$ cat src/rtl/hazard_stall_ctrl.sv
// hazard_stall_ctrl: Tuse/Tnew data-hazard detection plus mult/div busy
// tracking for the five-stage MIPS pipeline. Drives the F/D freeze (stall)
// and the D->E bubble clear (Eclr).
// Optional feature macro: STALL_CNT_EN enables the saturating stall counter.
module hazard_stall_ctrl #(
  parameter int unsigned MULT_CYC = 5,
  parameter int unsigned DIV_CYC  = 10
) (
  input  logic        clk,
  input  logic        rst,
  input  logic [31:0] instrD,
  input  logic [31:0] instrE,
  input  logic [4:0]  waE,
  input  logic [31:0] instrM,
  input  logic [4:0]  waM,
  output logic        stall,
  output logic        Eclr,
  output logic        md_busy,
  output logic [31:0] stall_cnt
);

  typedef enum logic [3:0] {
    CL_NONE,
    CL_LOAD,
    CL_STORE,
    CL_BRANCH,
    CL_JR,
    CL_JALR,
    CL_ALU_R,
    CL_ALU_I,
    CL_MULT,
    CL_DIV,
    CL_MF,
    CL_MT,
    CL_JAL
  } iclass_t;

  localparam logic [3:0] MULT_LD = 4'(MULT_CYC);
  localparam logic [3:0] DIV_LD  = 4'(DIV_CYC);

  function automatic iclass_t classify(input logic [5:0] op, input logic [5:0] fn);
    iclass_t c;
    c = CL_NONE;
    case (op)
      6'h00: begin
        case (fn)
          6'h00, 6'h02, 6'h03, 6'h04, 6'h06, 6'h07,
          6'h20, 6'h21, 6'h22, 6'h23, 6'h24, 6'h25, 6'h26, 6'h27,
          6'h2a, 6'h2b:                 c = CL_ALU_R;
          6'h08:                        c = CL_JR;
          6'h09:                        c = CL_JALR;
          6'h10, 6'h12:                 c = CL_MF;
          6'h11, 6'h13:                 c = CL_MT;
          6'h18, 6'h19:                 c = CL_MULT;
          6'h1a, 6'h1b:                 c = CL_DIV;
          default:                      c = CL_NONE;
        endcase
      end
      6'h03:                            c = CL_JAL;
      6'h04, 6'h05:                     c = CL_BRANCH;
      6'h08, 6'h09, 6'h0a, 6'h0b,
      6'h0c, 6'h0d, 6'h0e, 6'h0f:       c = CL_ALU_I;
      6'h20, 6'h21, 6'h23, 6'h24, 6'h25: c = CL_LOAD;
      6'h28, 6'h29, 6'h2b:              c = CL_STORE;
      default:                          c = CL_NONE;
    endcase
    return c;
  endfunction

  iclass_t    cls_d, cls_e, cls_m;
  logic [4:0] rs_d, rt_d;
  logic       rd_rs, rd_rt;
  logic [1:0] tuse_rs, tuse_rt;
  logic       wr_e;
  logic [1:0] tnew_e, tnew_m;
  logic       haz_rs, haz_rt;
  logic       md_start, md_class_d;
  logic [3:0] cnt;

  // Immediate/offset/rd fields never take part in hazard detection.
  logic unused_fields;
  assign unused_fields = ^{instrD[15:6], instrE[25:6], instrM[25:6]};

  // Classify the three in-flight instructions.
  always_comb begin
    cls_d = classify(instrD[31:26], instrD[5:0]);
    cls_e = classify(instrE[31:26], instrE[5:0]);
    cls_m = classify(instrM[31:26], instrM[5:0]);
    rs_d  = instrD[25:21];
    rt_d  = instrD[20:16];
  end

  // Read ports and Tuse of the instruction in D.
  always_comb begin
    rd_rs   = 1'b0;
    rd_rt   = 1'b0;
    tuse_rs = 2'd1;
    tuse_rt = 2'd1;
    case (cls_d)
      CL_BRANCH: begin
        rd_rs   = 1'b1;
        rd_rt   = 1'b1;
        tuse_rs = 2'd0;
        tuse_rt = 2'd0;
      end
      CL_JR, CL_JALR: begin
        rd_rs   = 1'b1;
        tuse_rs = 2'd0;
      end
      CL_STORE: begin
        rd_rs   = 1'b1;
        rd_rt   = 1'b1;
        tuse_rt = 2'd2;
      end
      CL_LOAD, CL_ALU_I, CL_MT: rd_rs = 1'b1;
      CL_ALU_R, CL_MULT, CL_DIV: begin
        rd_rs = 1'b1;
        rd_rt = 1'b1;
      end
      default: ;
    endcase
  end

  // Tnew of the producers in E and M.
  always_comb begin
    wr_e   = 1'b0;
    tnew_e = 2'd0;
    case (cls_e)
      CL_LOAD: begin
        wr_e   = 1'b1;
        tnew_e = 2'd2;
      end
      CL_ALU_R, CL_ALU_I, CL_MF: begin
        wr_e   = 1'b1;
        tnew_e = 2'd1;
      end
      CL_JAL, CL_JALR: wr_e = 1'b1;
      default: ;
    endcase
    tnew_m = (cls_m == CL_LOAD) ? 2'd1 : 2'd0;
  end

  // Data hazards, mult/div hazards and the combined freeze/bubble request.
  always_comb begin
    haz_rs = rd_rs && (rs_d != '0) &&
             ((wr_e && (rs_d == waE) && (tnew_e > tuse_rs)) ||
              ((rs_d == waM) && (tnew_m > tuse_rs)));
    haz_rt = rd_rt && (rt_d != '0) &&
             ((wr_e && (rt_d == waE) && (tnew_e > tuse_rt)) ||
              ((rt_d == waM) && (tnew_m > tuse_rt)));
    md_start   = (cls_e == CL_MULT) || (cls_e == CL_DIV);
    md_class_d = (cls_d == CL_MULT) || (cls_d == CL_DIV) ||
                 (cls_d == CL_MF)   || (cls_d == CL_MT);
    md_busy    = md_start || (cnt != '0);
    stall      = haz_rs || haz_rt || (md_class_d && md_busy);
    Eclr       = stall;
  end

  // Mult/div busy counter: load on start, then count down to zero.
  always_ff @(posedge clk or negedge rst) begin
    if (!rst) begin
      cnt <= '0;
    end else if (md_start) begin
      cnt <= (cls_e == CL_DIV) ? DIV_LD : MULT_LD;
    end else if (cnt != '0) begin
      cnt <= cnt - 4'd1;
    end
  end

`ifdef STALL_CNT_EN
  // Saturating count of stalled cycles.
  always_ff @(posedge clk or negedge rst) begin
    if (!rst) begin
      stall_cnt <= '0;
    end else if (stall && (stall_cnt != '1)) begin
      stall_cnt <= stall_cnt + 32'd1;
    end
  end
`else
  assign stall_cnt = '0;
`endif

endmodule

$ cat config.mk
export PLATFORM = sky130hd
export DESIGN_NAME = hazard_stall_ctrl
export DESIGN_NICKNAME = d
export VERILOG_FILES = /design/src/rtl/hazard_stall_ctrl.sv
export SDC_FILE = /design/constraint.sdc
export NUM_CORES = 1
export LEC_CHECK = 0
export CAP_MARGIN = 5
export CORE_MARGIN = 1.5
export CORE_UTILIZATION = 30
export DETAILED_ROUTE_END_ITERATION = 10
export MAX_ROUTING_LAYER = met4
export PLACE_DENSITY = 0.81
export SYNTH_ARGS = -nofsm -noshare
export SYNTH_HDL_FRONTEND = slang
export SYNTH_SLANG_ARGS = --single-unit
$ cat constraint.sdc
create_clock -name clk -period 7.8 [get_ports clk]
set_input_delay 2.34 -clock clk [delete_from_list [all_inputs] [get_ports clk]]
set_output_delay 2.34 -clock clk [all_outputs]
set_load 0.01 [all_outputs]
Word-level counts from Yosys, hierarchy flattened
Memory sizes are Yosys's and may differ from the RTL's.
Index checks and enable logic that the tools add are counted.
{ "totals": {"register_bits": 4, "latch_bits": 0, "ram_bits": 0, "romBits": 768, "output_inout_bits": 35, "wordCells": 147, "memories": 3} }
{ "mem_list": {"columns": ["memory", "depth", "width", "rd", "rd_ports_with_merged_regs", "wr", "line_no", "text"], "rows": [
  ["(name not given)", 64, 4, 1, 0, 0, "46", "case (fn)"],
  ["(name not given)", 64, 4, 1, 0, 0, "46", null],
  ["(name not given)", 64, 4, 1, 0, 0, "46", null]
]} }
{ "classes": {"addsub": 1, "n_mul": 0, "div": 0, "magnitude_cmp": 4, "eq_ne": 81, "shift": 0, "mux": 13, "n_bitwise": 0, "n_reduce_logical": 44} }
{ "ops": {"columns": ["op", "count"], "rows": [
  ["$eq A6 B4 Y1 const B", 24],
  ["$eq A6 B6 Y1 const B", 24],
  ["$pmux W4 S6", 3],
  ["$eq A6 B3 Y1 const B", 6],
  ["$eq A4 B4 Y1 const B", 8],
  ["$eq A4 B3 Y1 const B", 7],
  ["$reduce_or A8 Y1", 3],
  ["$eq A5 B5 Y1", 4],
  ["$reduce_or A5 Y1", 4],
  ["$eq A6 B2 Y1 const B", 3],
  ["$logic_not A6 Y1", 3],
  ["$reduce_or A3 Y1", 5],
  ["$eq A4 B1 Y1 const B", 3],
  ["$mux W4", 3],
  ["$logic_and A1 B1 Y1", 11],
  ["$reduce_bool A5 Y1", 2],
  ["$reduce_or A10 Y1", 1],
  ["$logic_or A1 B1 Y1", 9],
  ["$eq A4 B2 Y1 const B", 2],
  ["$pmux W2 S2", 2],
  ["$reduce_or A2 Y1", 3],
  ["$reduce_or A6 Y1", 1],
  ["$mux W1", 5],
  ["$gt A1 B2 Y1", 2],
  ["other kinds (4)", 5]
]} }

Depth between registers and ports, before layout
Gate-level depths: netlist (run 1).
{ "logic_depth": {"ltp_word": 12, "depth_mapped": 15, "ltp_nobuf": 13} }

Worst setup path before layout (run 1)
No wires, ideal clock.
{ "synth_timing": {"kind": "input to output", "from": "in instrD[29]", "to": "out stall", "arrival_ns": 4.932, "required_time_ns": 5.460, "setup_slack_ns": 0.528, "stages": 12, "path_buffers": 1, "cell_sequence": "nor4_4 -> o211ai_1 -> o32a_2 -> nor4_4 -> inv_1 -> ha_1 -> a2111oi_0 -> nand4_1 -> nor2_1 -> a31oi_1 -> o311ai_1 -> buf_4"} }
{ "synth_via": {"elab_chain_len": 12} }
{ "synth_rtl": {"columns": ["element", "line_no", "text"], "rows": [
  ["start, declared", "11", "input logic [31:0] instrD,"],
  ["$eq A6 B4 Y1 (tied with other cells)", "44", "case (op)"],
  ["$reduce_or A8 Y1 (tied with other cells)", "44", null],
  ["$pmux W4 S6 *", "44", null],
  ["$eq A4 B2 Y1 or $eq A4 B3 Y1 (tied branches)", "99", "case (cls_d)"],
  ["$reduce_or A3 Y1 (no source line)", null, null],
  ["$mux W1", "99", null],
  ["$gt A2 B2 Y1 or $gt A1 B2 Y1 (tied branches)", "146, 147", null],
  ["$logic_and A1 B1 Y1, on equally long branches", "146, 147", null],
  ["$logic_or A1 B1 Y1", "146", "((wr_e && (rs_d == waE) && (tnew_e > tuse_rs)) ||"],
  ["$logic_and A1 B1 Y1", "145", "haz_rs = rd_rs && (rs_d != '0) &&"],
  ["$logic_or A1 B1 Y1", "155", "stall = haz_rs || haz_rt || (md_class_d && md_busy);"],
  ["$logic_or A1 B1 Y1 *", "155", null],
  ["end, declared", "16", "output logic stall,"]
]} }
Every way passes the cells marked *; elsewhere a longest branch is shown, timed or not.

Final worst setup path (run 1)
{ "layout_timing": {"from": "in instrD[27]", "to": "out Eclr"} }
{ "layout_via": {"elab_chain_len": 12} }
{ "layout_rtl": {"columns": ["element", "line_no", "text"], "rows": [
  ["$eq A6 B4 Y1 (tied with other cells)", "44", null],
  ["$reduce_or A8 Y1 (tied with other cells)", "44", null],
  ["$pmux W4 S6 *", "44", null],
  ["$eq A4 B2 Y1 or $eq A4 B3 Y1 (tied branches)", "99", null],
  ["$reduce_or A3 Y1 (no source line)", null, null],
  ["$mux W1", "99", null],
  ["$gt A2 B2 Y1 or $gt A1 B2 Y1 (tied branches)", "146, 147", null],
  ["$logic_and A1 B1 Y1, on equally long branches", "146, 147", null],
  ["$logic_or A1 B1 Y1", "146", null],
  ["$logic_and A1 B1 Y1", "145", null],
  ["$logic_or A1 B1 Y1", "155", null],
  ["$logic_or A1 B1 Y1 *", "155", null],
  ["end, declared", "17", "output logic Eclr,"]
]} }
Marks and branches as above.

==> results of run 1 <==
==> cell usage after synthesis, types with 2 or more instances <==
cell type / number / area, sq um
or2b_1: 2 / 15.0
or3_1: 2 / 12.5
nor4_1: 3 / 18.8
nor2b_1: 6 / 37.5
nor3_1: 3 / 15.0
a21o_1: 3 / 22.5
ha_1: 5 / 62.6
nand2b_1: 4 / 25.0
xor2_1: 8 / 70.1
mux2i_1: 2 / 20.0
a211oi_1: 4 / 30.0
xnor2_1: 14 / 123
and3_2: 2 / 15.0
or4_1: 2 / 15.0
nand2_1: 8 / 30.0
o221ai_1: 2 / 17.5
inv_1: 10 / 37.5
nor2_1: 17 / 63.8
nand4_1: 5 / 31.3
o22ai_1: 2 / 12.5
a21oi_1: 14 / 70.1
o211ai_1: 2 / 15.0
buf_4: 34 / 255
and3_1: 2 / 12.5
a31oi_1: 2 / 12.5
dfrtp_1: 4 / 100
nor4_4: 2 / 42.5
o21ai_0: 7 / 35.0
nor3b_1: 3 / 22.5
==> kinds of logic (layout without fill, tap and decap cells) <==
kind of cell | count (synthesis) | in the layout | share of synthesized area (%)
flops | 4 | 4 | 7.19
simple gates | 65 | 65 | 28.4
buf+inv | 45 | 110 | 21.7
mux | 2 | 2 | 1.44
fa+ha+maj | 5 | 5 | 4.49
xor+xnor | 22 | 22 | 13.8
compound gates | 47 | 47 | 22.7
other cells | 1 | 32 | 0.269
==> final cells by class <==
type	instances	area [sq um]	share of cell area (%)
inverter	10	37.5	1.64
tap	52	65.1	2.84
timing repair buffer	97	866	37.7
sequential	4	100	4.36
clock buffer	3	41.3	1.80
multi-input combinational	173	1180	51.6
==> what timing repair did <==
item	in CTS	in global routing
endpoints found under the setup margin	2	2
hold buffers	0	0
pin swaps	0	6
cloned	0	0
gates resized for setup	6	19
==> worst register-to-register path: cells and delay by family (launching register included) <==
family / cells / cell delay, ns
and+or+nand+nor: 2 / 0.62
DFF: 1 / 0.39
AOI/OAI and AO/OA: 1 / 0.20
adders and majority gates: 1 / 0.17
buffers and inverters: 1 / 0.09
==> stage by stage <==
stage          utilization, %  worst slack (ns)
3_3_place_gp             49.2            -0.469
2_1_floorplan               -             0.528
4_1_cts                  50.6           -0.0115
6_report                 52.0             0.263
3_5_place_dp             49.2            -0.493
5_1_grt                  52.0          -0.00668
==> per-layer routing <==
layer | share of wire, % | track usage [%] | up-vias
li1 | - | - | 820
met1 | 40 | 17.7 | 724
met2 | 54 | 29.3 | 56
met3 | 5.1 | 2.71 | 6
met4 | 1.3 | 4.40 | 0
met5 | 0 | - | -
==> report_power, final <==
part	leakage, nW	total (mW)	internal, mW	switching [mW]
Combinational	0.974	0.157	0.0845	0.0725
Clock	0.0216	0.0419	0.0328	0.00916
Sequential	0.0481	0.0402	0.0324	0.00785
==> worst paths after layout <==
kind                                to  depth (start not counted)  slack (ns)
max in group asynchronous       cnt[1]                          1        5.31
worst min register to register  cnt[1]                          2        0.59
worst min-delay path            cnt[1]                          2        0.59
min in group asynchronous       cnt[2]                          1        2.33
worst max register to register  cnt[2]                          5        6.21
worst max-delay path              Eclr                         14        0.26
==> cells in the final DEF, fill, tap and decap left out, types with 2 or more instances in the layout <==
cell type	count
a211oi_1	3
a21o_1	3
a21oi_1	13
a31oi_1	2
and3_1	2
and3_2	2
buf_4	43
clkbuf_8	3
clkdlybuf4s50_1	47
conb_1	32
dfrtp_1	4
dlymetal6s2s_1	5
ha_1	5
inv_1	10
mux2i_1	2
nand2_1	8
nand2b_1	4
nand4_1	5
nor2_1	17
nor2b_1	6
nor3_1	3
nor3b_1	2
nor4_1	2
nor4_2	2
nor4_4	2
o211ai_1	2
o21ai_0	7
o221ai_1	2
or2b_1	2
or3_1	2
or4_1	2
xnor2_1	14
xor2_1	8
==> flow_summary.toml, run 1 <==
[cells_and_area]
finalInstanceArea_sq_um = 2290
drive_above_1_share_pct = 22.6
fillerInstances = 434
top_regs = "cnt x4"
finalNetCount = 402
diodes = 0
largest-register = "cnt"
largest_reg_flops = 4
stdcell_count = 339
syn2layout_area_growth_pct = 64.8

[sta]
setup_violations = 0
fin_tns_setup_ns = 0
worst_pin_slew_ns = 0.566
fmax_ghz = 0.133
fin_crit_sh_pct = 96.6
period_needed_ns = 7.54
slew_headroom_pct = 62.2
clock_skew_ns = 0.000255
slew_viol_final = 0
hold_violations = 0
hold_slack_ns = 0.592

[setup_path]
critical_path.top_delay_family = "compound AO/OA/AOI/OAI gates"
cp.arrival_ns = 5.20
crit_slowest_cell = "clkdlybuf4s50_1"
crit_type = "primary input to output port"
start_kind = "primary input"
crit_chain = "clkdlybuf4s50_1 > buf_4 > nor4_1 > nand2_1 > a311o_1 > o21ai_0 > a22oi_2 > ha_1 > nor2_1 > o2111ai_1 > nor4_2 > o221ai_1 > o311ai_2 > buf_2"
max_stage_delay_ns = 0.46
critPathBufInv = 3
cp.required_ns = 5.46
endpoint_kind = "output port"
reg2reg_from = "cnt[0]"
cp-startpoint = "instrD[27]"
cp_max_fo = 4

[die]
die_w_um = 71.1
initial_utilization_pct = 31.5
core-area_sq_um = 4410
die_h_um = 71.1
rows = 24
ioPinCount = 143
dieArea_sq_um = 5060

[routing]
wirelength_um = 4010
viasPerCell = 4.74
wl_per_cell_um = 11.8
drt_iter0_drc = 46
vias = 1606
postRouteAntennaNets = 0
dr.pass1.iters = 4
drc = 0

[global_route]
grt_max_degree = 7
grt_pass1_vias = 1626
grt_pass1_wl_um = 6640
grtUsageTotal_pct = 16.0
grt-ovfl-total = 0
antenna_found_initial = 0

[logic_synthesis]
synth-edff-count = 0
netlist_area_sq_um = 1390
synth.distinct_cells = 46
ys_warn_count = 0
async_flop_share_pct = 100
ys_seq_area_share_pct = 7.19
ys.flop_type = "dfrtp_1"
syn_avg_cell_area_sq_um = 7.29
synth_cells = 191
yosys_register_bits = 4

[worst_hold_path]
hold_path_startpoint = "cnt[1]"
hold_class = "flop to flop"

[clock_network]
cts_tree = "yes"
post-cts-setup-buffers = 0
cts_htree_levels = 1
cts_buffers = 3
cts_num_sinks = 4
cts_root_buffer = "clkbuf_8"
clkTransAtPathRegs_ns = 0.03
clk_latency_ns = 0.21
clock_path_buffers = 2

[placement]
io_buffer_count = 54
dp_hpwl_um = 3310
placed_cells = 336
placed_area_sq_um = 2170
place.gp.congestion = 0.884

[power]
vdd_drop_max_uv = 61.6
p_leak_nw = 1.04
power_density_nw_per_um2 = 104
p_total_mw = 0.239

[status]
status = "finished, final reports clean"

[job]
maxCapViolations = 0
Note: power is estimated with default switching activity, not from simulation.
==> inputs of run 2 (changes only) <==
clock period = 8.3 ns   (was 7.8 ns; I/O delays follow)
==> run 2 against run 1 <==
- sequential power decreased by 6.5%
- first-iteration DRC count decreased by 15%
- clock power decreased by 4%
- sequential cell count unchanged
- core utilization decreased by 2.7 points
- worst hold slack got worse by 0.012 ns
- non-clock buffer count decreased by 7
- global-route usage decreased by 1.9 points
- power decreased by 9.0%
- largest cell class unchanged
==> flow_summary.toml, run 2 (synthesis results as in run 1) <==
[status]
status = "finished, final reports clean"

[sta]
rsz0062_at_grt = "no"
layout_setup_ws_ns = 0.254
hold_slack_ns = 0.580
fmax_ghz = 0.124
setup_violations = 0
slew_viol_final = 0
period_needed_ns = 8.05
worst_pin_slew_ns = 0.617
fin_tns_setup_ns = 0
hold_violations = 0
slew_headroom_pct = 58.8
clock_skew_ns = 0.000174
fin_crit_sh_pct = 96.9

[cells_and_area]
fillerInstances = 439
top_regs = "cnt x4"
syn2layout_area_growth_pct = 56.1
finalInstanceArea_sq_um = 2170
finalNetCount = 395
drive_above_1_share_pct = 17.5
largest_reg_flops = 4
stdcell_count = 332
diodes = 0
largest-register = "cnt"
layout_commonest_cell = "clkdlybuf4s50_1"
final_cell_mix = "clkdlybuf4s50_1 (52), buf_4 (36), conb_1 (32)"
fin_util_pct = 49.2

[worst_hold_path]
min_path_cells = 2
hold_path_startpoint = "cnt[1]"
hold_end = "cnt[1]"
hold_class = "flop to flop"

[clock_network]
cts_hold_buf = 0
cts_htree_levels = 1
cts_root_buffer = "clkbuf_8"
cts_buffers = 3
clkTransAtPathRegs_ns = 0.03
clk_latency_ns = 0.22
clock_path_buffers = 2
cts_tree = "yes"
cts_num_sinks = 4

[global_route]
grt-ovfl-total = 0
grt_pass1_vias = 1427
grt_pass1_wl_um = 5860
grtUsageTotal_pct = 14.1
antenna_found_initial = 0
grt_max_degree = 8

[setup_path]
crit_slowest_cell = "clkdlybuf4s50_1"
max_stage_delay_ns = 0.51
critical_path.top_delay_family = "buffers and inverters"
reg2regPathDepth = 6
endpoint_kind = "output port"
start_kind = "primary input"
cp.arrival_ns = 5.56
rr_endpoint = "cnt[1]"
critPathBufInv = 4
reg2reg_from = "cnt[0]"
reg2reg_slack_ns = 6.67
crit_type = "primary input to output port"
crit_chain = "clkdlybuf4s50_1 > nor4_4 > o211ai_1 > buf_4 > o22ai_1 > nor4_4 > buf_4 > a22oi_2 > ha_1 > nor2_1 > o2111ai_1 > nor4_1 > o221ai_1 > o311ai_2 > dlygate4sd2_1"
cp.required_ns = 5.81
cp_max_fo = 5

[routing]
vias = 1568
wirelength_um = 3560
postRouteAntennaNets = 0
drt_iter0_drc = 39
dr.pass1.iters = 4
drc = 0
viasPerCell = 4.72
wl_per_cell_um = 10.7

[power]
p_leak_nw = 0.953
vdd_drop_max_uv = 45.1
power_density_nw_per_um2 = 100
p_total_mw = 0.218

[die]
dieArea_sq_um = 5060
initial_utilization_pct = 31.5
die_w_um = 71.1
core-area_sq_um = 4410
ioPinCount = 143
rows = 24
die_h_um = 71.1

[placement]
dp_slack_ns = -0.260
place.gp.congestion = 0.888
placed_area_sq_um = 2120
placed_cells = 329
dp_hpwl_um = 3120
io_buffer_count = 54

[job]
maxCapViolations = 0
run 2: per-layer routing:
metal	part of all wire, %	global-route usage, %	up-vias
li1	-	-	801
met1	42	16.7	715
met2	53	26.0	50
met3	4.4	1.14	2
met4	0.45	2.52	0
met5	0	-	-
run 2: worst max-delay path by stage:
stage,startpoint,end,slack [ns],cells past startpoint
5_1_grt,instrD[28],stall,0.006,15
4_1_cts,instrD[28],stall,0.22,15
2_1_floorplan,instrD[29],stall,0.73,12
3_5_place_dp,instrD[28],stall,-0.26,13
6_report,instrD[28],stall,0.25,15
3_3_place_gp,instrD[28],Eclr,-0.28,13
run 2: power breakdown:
group | switching [mW] | internal, mW | total, mW
registers | 0.00717 | 0.0304 | 0.0376
clock network | 0.00959 | 0.0309 | 0.0404
logic | 0.0631 | 0.0764 | 0.140
run 2: area by class of cell:
| type | instances | area [sq um] | area share, % |
|---|---|---|---|
| Clock buffer | 3 | 41.3 | 1.90 |
| Inverter | 10 | 37.5 | 1.73 |
| Sequential cell | 4 | 100 | 4.61 |
| Multi-Input combinational cell | 173 | 1120 | 51.6 |
| Tap cell | 52 | 65.1 | 2.99 |
| Timing Repair Buffer | 90 | 808 | 37.2 |
run 2: worst register-to-register path, stage by stage (launching register included):
cell	delay [ns]
dfrtp_1	0.39
inv_1	0.10
ha_1	0.18
nor3b_1	0.53
nor2_1	0.09
a21oi_1	0.15
a21oi_1	0.08
run 2: repair_timing:
action	CTS	global route
buffers inserted	0	0
setup endpoints to repair	2	0
resized for setup	5	0
==> inputs of run 3 (changes only) <==
MAX_ROUTING_LAYER = not set   (was met4)
==> run 3 against run 2 <==
- sequential cell count is the same
- critical path depth unchanged
- first-iteration DRC count unchanged
- via count is the same
- worst hold slack stayed put
- wire length barely moved
- largest cell class unchanged
- final cell count did not move
- core utilization is the same
- largest power group unchanged
- final area unchanged
==> flow_summary.toml, run 3 (synthesis results as in run 1) <==
[cells_and_area]
finalNetCount = 395
largest-register = "cnt"
stdcell_count = 332
largest_reg_flops = 4
top_regs = "cnt x4"
fin_util_pct = 49.2
drive_above_1_share_pct = 17.5
diodes = 0
syn2layout_area_growth_pct = 56.1
final_cell_mix = "clkdlybuf4s50_1 (52), buf_4 (36), conb_1 (32)"
fillerInstances = 439
finalInstanceArea_sq_um = 2170
layout_commonest_cell = "clkdlybuf4s50_1"

[die]
ioPinCount = 143
dieArea_sq_um = 5060
core-area_sq_um = 4410
die_w_um = 71.1
initial_utilization_pct = 31.5
die_h_um = 71.1
rows = 24

[setup_path]
start_kind = "primary input"
reg2reg_from = "cnt[0]"
rr_endpoint = "cnt[1]"
endpoint_kind = "output port"
crit_type = "primary input to output port"
cp_max_fo = 5
cp.arrival_ns = 5.55
cp-startpoint = "instrD[28]"
reg2reg_slack_ns = 6.67
cp.required_ns = 5.81
reg2regPathDepth = 6

[worst_hold_path]
hold_end = "cnt[1]"
min_path_cells = 2
hold_path_startpoint = "cnt[1]"
hold_class = "flop to flop"

[power]
vdd_drop_max_uv = 45.1
p_leak_nw = 0.953
power_density_nw_per_um2 = 100

[clock_network]
cts_root_buffer = "clkbuf_8"
clkTransAtPathRegs_ns = 0.03
clock_path_buffers = 2
cts_htree_levels = 1
cts_num_sinks = 4
cts_hold_buf = 0
post-cts-setup-buffers = 0
clk_latency_ns = 0.22
cts_buffers = 3
cts_tree = "yes"

[placement]
placed_cells = 329
io_buffer_count = 54
place.gp.congestion = 0.873
dp_hpwl_um = 3120
placed_area_sq_um = 2120

[routing]
vias = 1568
dr.pass1.iters = 4
drt_iter0_drc = 39
viasPerCell = 4.72
wirelength_um = 3560
postRouteAntennaNets = 0
wl_per_cell_um = 10.7
drc = 0

[sta]
fmax_ghz = 0.124
slew_viol_final = 0
setup_violations = 0
period_needed_ns = 8.04
clock_skew_ns = 0.000174
fin_crit_sh_pct = 96.9
worst_pin_slew_ns = 0.617
slew_headroom_pct = 58.8
rsz0062_at_grt = "no"
hold_violations = 0

[global_route]
grt_pass1_wl_um = 5860
grtUsageTotal_pct = 13.6
antenna_found_initial = 0
grt_pass1_vias = 1427
grt_max_degree = 8
grt-ovfl-total = 0

[status]
status = "finished, final reports clean"

[job]
maxCapViolations = 0
## run 3: final cells by class
type | count | area [sq um] | area share, %
timing repair buffer | 90 | 808 | 37.2
multi-input combinational | 173 | 1120 | 51.6
sequential | 4 | 100 | 4.61
tap | 52 | 65.1 | 2.99
clock buffer | 3 | 41.3 | 1.90
inverter | 10 | 37.5 | 1.73
## run 3: power by group
group / switching (mW) / leakage [nW] / internal [mW]
Sequential: 0.00717 / 0.0481 / 0.0304
Clock: 0.00959 / 0.0216 / 0.0309
Combinational: 0.0629 / 0.884 / 0.0764
## run 3: how the worst max path moves through the flow
stage	endpoint	slack, ns	depth (start not counted)
global route	stall	0.006	15
global placement	Eclr	-0.28	13
floorplan	stall	0.73	12
detailed placement	stall	-0.26	13
finish	stall	0.26	15
CTS	stall	0.22	15
## run 3: layer usage
metal / wire, um / global-route usage (%) / vias to the layer above
met2: 1900 / 26.0 / 50
met5: 0 / 0 / -
li1: - / - / 801
met3: 193 / 1.71 / 2
met4: 16 / 2.52 / 0
met1: 1450 / 16.4 / 715
## run 3: critical path, stage by stage
cell	delay (ns)
clkdlybuf4s50_1	0.51
nor4_4	0.30
o211ai_1	0.15
buf_4	0.16
o22ai_1	0.28
nor4_4	0.06
buf_4	0.14
a22oi_2	0.15
ha_1	0.26
nor2_1	0.10
o2111ai_1	0.11
nor4_1	0.23
o221ai_1	0.19
o311ai_2	0.10
dlygate4sd2_1	0.31
## run 3: what timing repair did
action	4_1_cts	5_1_grt
endpoints found under the hold margin	0	0
setup endpoints to repair	2	0
gates resized for setup	5	0
## run 3: per-stage QoR
| stage | setup WS (ns) | hold WS (ns) | TNS [ns] | power, mW |
|---|---|---|---|---|
| global placement | -0.277 | 0.569 | -0.554 | 0.171 |
| detailed placement | -0.260 | 0.578 | -0.519 | 0.176 |
| CTS | 0.219 | 0.584 | 0 | 0.218 |
| finish | 0.260 | 0.580 | 0 | 0.217 |
| global route | 0.00581 | 0.642 | 0 | 0.239 |
| floorplan | 0.728 | 0.549 | 0 | 0.125 |
